File: src/rtl/hood_mode_ctrl.sv
// Cooker-hood fan mode controller: menu-driven gear selection, timed gear 3 with
// gear-2 run-down, and a timed self-clean cycle. Optional HOOD_GEAR3_ONCE_EN limits gear 3 to one use per power-on.
module hood_mode_ctrl #(
  parameter int unsigned GEAR3_SEC    = 60,
  parameter int unsigned COOLDOWN_SEC = 60,
  parameter int unsigned CLEAN_SEC    = 180
) (
  input  logic       clk,
  input  logic       reset,
  input  logic       tick_1hz,
  input  logic       power_on,
  input  logic       menu_btn,
  input  logic       mode1_btn,
  input  logic       mode2_btn,
  input  logic       mode3_btn,
  input  logic       clean_btn,
  output logic [2:0] mode_state,
  output logic       menu_active,
  output logic [7:0] remain_sec,
  output logic       clean_done,
  output logic       gear3_avail
);

  typedef enum logic [2:0] {
    S_OFF, S_STANDBY, S_MENU, S_GEAR1, S_GEAR2, S_GEAR3, S_COOLDOWN, S_CLEAN
  } state_t;

  typedef enum logic [2:0] {
    M_IDLE  = 3'b000,
    M_GEAR1 = 3'b001,
    M_GEAR2 = 3'b010,
    M_GEAR3 = 3'b011,
    M_CLEAN = 3'b100
  } mode_t;

  localparam logic [7:0] GEAR3_LOAD    = 8'(GEAR3_SEC);
  localparam logic [7:0] COOLDOWN_LOAD = 8'(COOLDOWN_SEC);
  localparam logic [7:0] CLEAN_LOAD    = 8'(CLEAN_SEC);

  state_t     state, state_nxt;
  logic [7:0] remain_nxt;
  logic       done_nxt;
  logic       expire;

  // The cooldown run-down shows as gear 2 to the user.
  function automatic mode_t mode_of(input state_t s);
    case (s)
      S_GEAR1:    mode_of = M_GEAR1;
      S_GEAR2:    mode_of = M_GEAR2;
      S_COOLDOWN: mode_of = M_GEAR2;
      S_GEAR3:    mode_of = M_GEAR3;
      S_CLEAN:    mode_of = M_CLEAN;
      default:    mode_of = M_IDLE;
    endcase
  endfunction

  // A tick seen at 1 (or 0, which should not occur) ends the timed state; no wrap below zero.
  assign expire = tick_1hz && (remain_sec <= 8'd1);

  always_comb begin
    // NOTE: every output of this block gets a default first, so no path leaves one unassigned and no latch is inferred.
    state_nxt  = state;
    remain_nxt = remain_sec;
    done_nxt   = 1'b0;

    if (!power_on) begin
      state_nxt  = S_OFF;
      remain_nxt = '0;
    end else begin
      unique case (state)
        S_OFF: begin
          state_nxt  = S_STANDBY;
          remain_nxt = '0;
        end

        S_STANDBY: begin
          if (menu_btn) state_nxt = S_MENU;
        end

        S_MENU: begin
          if (menu_btn) begin
            state_nxt = S_STANDBY;
          end else if (clean_btn) begin
            state_nxt  = S_CLEAN;
            remain_nxt = CLEAN_LOAD;
          end else if (mode3_btn) begin
            // An unavailable gear 3 consumes the press and stays in the menu.
            if (gear3_avail) begin
              state_nxt  = S_GEAR3;
              remain_nxt = GEAR3_LOAD;
            end
          end else if (mode2_btn) begin
            state_nxt = S_GEAR2;
          end else if (mode1_btn) begin
            state_nxt = S_GEAR1;
          end
        end

        S_GEAR1, S_GEAR2: begin
          if (menu_btn) begin
            state_nxt = S_STANDBY;
          end else if (mode3_btn) begin
            if (gear3_avail) begin
              state_nxt  = S_GEAR3;
              remain_nxt = GEAR3_LOAD;
            end
          end else if (mode2_btn) begin
            state_nxt = S_GEAR2;
          end else if (mode1_btn) begin
            state_nxt = S_GEAR1;
          end
        end

        S_GEAR3: begin
          // Menu wins over a coincident tick, so the freshly loaded run-down is not decremented.
          if (menu_btn) begin
            state_nxt  = S_COOLDOWN;
            remain_nxt = COOLDOWN_LOAD;
          end else if (expire) begin
            state_nxt  = S_GEAR2;
            remain_nxt = '0;
          end else if (tick_1hz) begin
            remain_nxt = remain_sec - 8'd1;
          end
        end

        S_COOLDOWN: begin
          if (expire) begin
            state_nxt  = S_STANDBY;
            remain_nxt = '0;
          end else if (tick_1hz) begin
            remain_nxt = remain_sec - 8'd1;
          end
        end

        S_CLEAN: begin
          if (expire) begin
            state_nxt  = S_STANDBY;
            remain_nxt = '0;
            done_nxt   = 1'b1;
          end else if (tick_1hz) begin
            remain_nxt = remain_sec - 8'd1;
          end
        end

        default: begin
          state_nxt  = S_OFF;
          remain_nxt = '0;
        end
      endcase
    end
  end

  // Outputs are registered from the next state so they change together with it.
  always_ff @(posedge clk or negedge reset) begin
    if (!reset) begin
      state       <= S_OFF;
      remain_sec  <= '0;
      clean_done  <= 1'b0;
      mode_state  <= M_IDLE;
      menu_active <= 1'b0;
    end else begin
      // NOTE: sequential state uses non-blocking assignments so all registers update from pre-edge values.
      state       <= state_nxt;
      remain_sec  <= remain_nxt;
      clean_done  <= done_nxt;
      mode_state  <= mode_of(state_nxt);
      menu_active <= (state_nxt == S_MENU);
    end
  end

`ifdef HOOD_GEAR3_ONCE_EN
  logic gear3_enter;
  logic gear3_rearm;

  assign gear3_enter = (state_nxt == S_GEAR3) && (state != S_GEAR3);
  assign gear3_rearm = (state == S_OFF) && (state_nxt == S_STANDBY);

  always_ff @(posedge clk or negedge reset) begin
    if (!reset) begin
      gear3_avail <= 1'b1;
    end else if (gear3_rearm) begin
      gear3_avail <= 1'b1;
    end else if (gear3_enter) begin
      gear3_avail <= 1'b0;
    end
  end
`else
  assign gear3_avail = 1'b1;
`endif

endmodule

File: config.mk
export PLATFORM = sky130hd
export DESIGN_NAME = hood_mode_ctrl
export DESIGN_NICKNAME = d
export VERILOG_FILES = /design/src/rtl/hood_mode_ctrl.sv
export SDC_FILE = /design/constraint.sdc
export NUM_CORES = 1
export LEC_CHECK = 0
export CORE_AREA = 2 2 55 57
export DETAILED_ROUTE_END_ITERATION = 16
export DIE_AREA = 0 0 57 59
export GPL_TIMING_DRIVEN = 0
export HOLD_SLACK_MARGIN = 0.08
export MAX_ROUTING_LAYER = met4
export PLACE_DENSITY_LB_ADDON = 0.2
export SYNTH_ARGS = -nofsm -noshare
export SYNTH_HDL_FRONTEND = slang
export SYNTH_SLANG_ARGS = --single-unit
File: constraint.sdc
create_clock -name clk -period 3.5 [get_ports clk]
set_input_delay 0.7 -clock clk [delete_from_list [all_inputs] [get_ports clk]]
set_output_delay 0.7 -clock clk [all_outputs]
set_load 0.05 [all_outputs]
==> flow_summary.ini <==
[flow_run]
maxCapViolCount = 0

[sta]
fin_skew_ps = 3.52
finalSetupViolations = 0
rsz0062_at_grt = false
hold_violations = 0
max_slew_margin_pct = 51.1
period_share_pct = 68.2
period_needed_ps = 2390
slew_violations = 0
clock.fmax_mhz = 419
tightest_slew_ps = 730
setup_tns_ps = 0

[floorplanning]
die_y_um = 59
row_count = 19
die_w_um = 57
core_area_mm2 = 0.00271
fp.dieArea_mm2 = 0.00336
start_util_pct = 45.6
io-pin-count = 23

[logic_synthesis]
synth_top_area_share_pct = 32.4
synth_edf_count = 0
yosys-top-cells-area = dfrtp_1 (32%), nand2_1 (3.9%), nor2_1 (3.9%)
netlist_instances = 148
syn_nets = 159
ys_types = 52
seq_area_frac_synth_pct = 32.4
ys_ff_latch = 16
yosys-top-cells-count = dfrtp_1 (16), nand2_1 (13), nor2_1 (13)
syn_area_mm2 = 0.00124
synth_warnings = 0
synth_ff_type = dfrtp_1
syn_area_per_cell_um2 = 8.35
synth.most_common_cell = dfrtp_1
yosys.area.top_type = dfrtp_1
ys_async_sr_fraction_pct = 100

[worst_setup_path]
critPathKind = in2reg
cp_num_buf_inv = 1
max_stage_delay_ps = 580
critPathMaxFanout = 10
required_ps = 3730
crit_arrival_ps = 2620
endpoint_kind = register
cpLargestDelayFamily = simple AND/OR/NAND/NOR gates
worstPathCellList = clkdlybuf4s50_1 -> nand2b_1 -> nor4_4 -> a21boi_1 -> o211ai_2 -> and3_1
start_kind = input pin
cp_slowest_cell = nor4_4

[clock_network]
htree_levels = 1
cts_tree = yes
clock-sinks = 16
cts_buffers = 3
clock_tree.root_cell = clkbuf_4
clock_path_buffers = 2
clkTransAtPathRegs_ps = 100
clk_latency_ps = 290
postCtsHoldBufs = 0
ctsResizeCount = 0
post_cts_buffers = 0

[global_route]
grt_pass1_wl_um = 4960
grt_use_total_pct = 19.3
grt.overflow.total = 0
antenna_found_initial = 0
grt_max_degree = 17
grt_pass1_vias = 1146

[detailed_routing]
viasPerCell = 5.93
postRouteAntennaNets = 0
drtIter0Drc = 43
routedWlPerCell_um = 14.8
routed_wl_um = 3000
first_pass_iters = 5
drcViolationCount = 0
vias = 1204

[placed_design]
hpwl_um = 2240
port_buffers = 20
placed_area_mm2 = 0.00148
place_congestion = 0.877

[power_and_ir_drop]
powerDensity_mw_per_mm2 = 310
peakVddDrop_mv = 0.201
leakage_uw = 0.000621

[cells_and_area]
fin_nets = 184
fillers = 263
areaGrowthSynthToFinish_pct = 22.3
post-route-cell-area_mm2 = 0.00151
layout-drive-gt1-share_pct = 8.72
antennaDiodeCount = 0

[outcome]
status = finished clean

[min_path]
hold_path_class = reg2reg
[cell families (layout without fill, tap and decap cells)]
logic type / Yosys count / count (layout) / synth area share [%]
AND/OR/NAND/NOR: 65 / 65 / 29.5
AO/OA/AOI/OAI: 42 / 42 / 26.2
buffers and inverters: 17 / 41 / 6.07
flip-flops: 16 / 16 / 32.4
XOR/XNOR: 5 / 5 / 3.54
adder cells (fa/ha/maj): 2 / 2 / 2.02
other: 1 / 1 / 0.303
[metal layers]
layer | GRT usage [%] | vias to the layer above | share of wire (%)
li1 | - | 586 | -
met1 | 24.7 | 567 | 46
met4 | 8.31 | 0 | 1.8
met5 | - | - | 0
met3 | 2.40 | 4 | 6.3
met2 | 30.9 | 47 | 46
[path summary, 6_finish.rpt]
path	from	endpoint	slack (ps)	cells after the start
worst max-delay path	tick_1hz	menu_active$_DFF_PN0_	1110	6
worst min register to register	remain_sec[6]$_DFFE_PN0P_	remain_sec[6]$_DFFE_PN0P_	520	1
worst max register to register	remain_sec[4]$_DFFE_PN0P_	menu_active$_DFF_PN0_	1250	6
worst min-delay path	remain_sec[6]$_DFFE_PN0P_	remain_sec[6]$_DFFE_PN0P_	520	1
min in group asynchronous	reset	mode_state[0]$_DFF_PN0_	840	1
max in group asynchronous	reset	remain_sec[7]$_DFFE_PN0P_	2210	1
[cell usage in the layout, fill, tap and decap left out, types with 2 or more instances in the layout]
cell type,instances
o311ai_0,2
o22ai_1,2
a21oi_1,7
nor3b_1,3
nand2_1,13
dfrtp_1,16
xnor2_1,3
clkdlybuf4s50_1,20
a2bb2oi_1,2
o211ai_1,2
clkbuf_4,3
nor2b_1,6
nor3_1,6
ha_1,2
o221ai_1,3
nor2_1,13
a22oi_1,3
inv_1,6
xor2_1,2
and2_1,2
a31oi_1,2
o21ai_0,4
nor4_1,2
nand2b_1,6
nand3_1,4
clkbuf_1,8
and3_1,2
[area by class of cell]
type	instances	area, um^2	share of cell area, %
multi-input combinational	115	761	50.3
sequential	16	400	26.5
timing repair buffer	20	200	13.2
buffer	11	52.6	3.48
tap	31	38.8	2.57
clock buffer	4	36.3	2.40
inverter	6	22.5	1.49
[power breakdown]
part           switching [uW]  internal [uW]  total (uW)
combinational            88.4           58.5         147
clock                    61.3           63.4         125
sequential               6.29            191         197
[per-stage QoR]
stage / total power, uW / utilization [%] / cells / hold slack (ps) / setup slack, ps
3_5_place_dp: 345 / 54.4 / 199 / 503 / 833
6_report: 469 / 55.8 / 203 / 525 / 1110
4_1_cts: 469 / 55.8 / 203 / 516 / 1140
3_3_place_gp: 344 / 54.4 / 199 / 489 / 818
5_1_grt: 490 / 55.8 / 203 / 564 / 994
2_1_floorplan: 305 / - / 148 / 404 / 1240
[flip-flops by register name, summed over array words and instances (netlist names)]
register     flops
clean_done       1
menu_active      1
mode_state       3
remain_sec       8
state            3
Note: power is estimated with default switching activity, not from simulation.
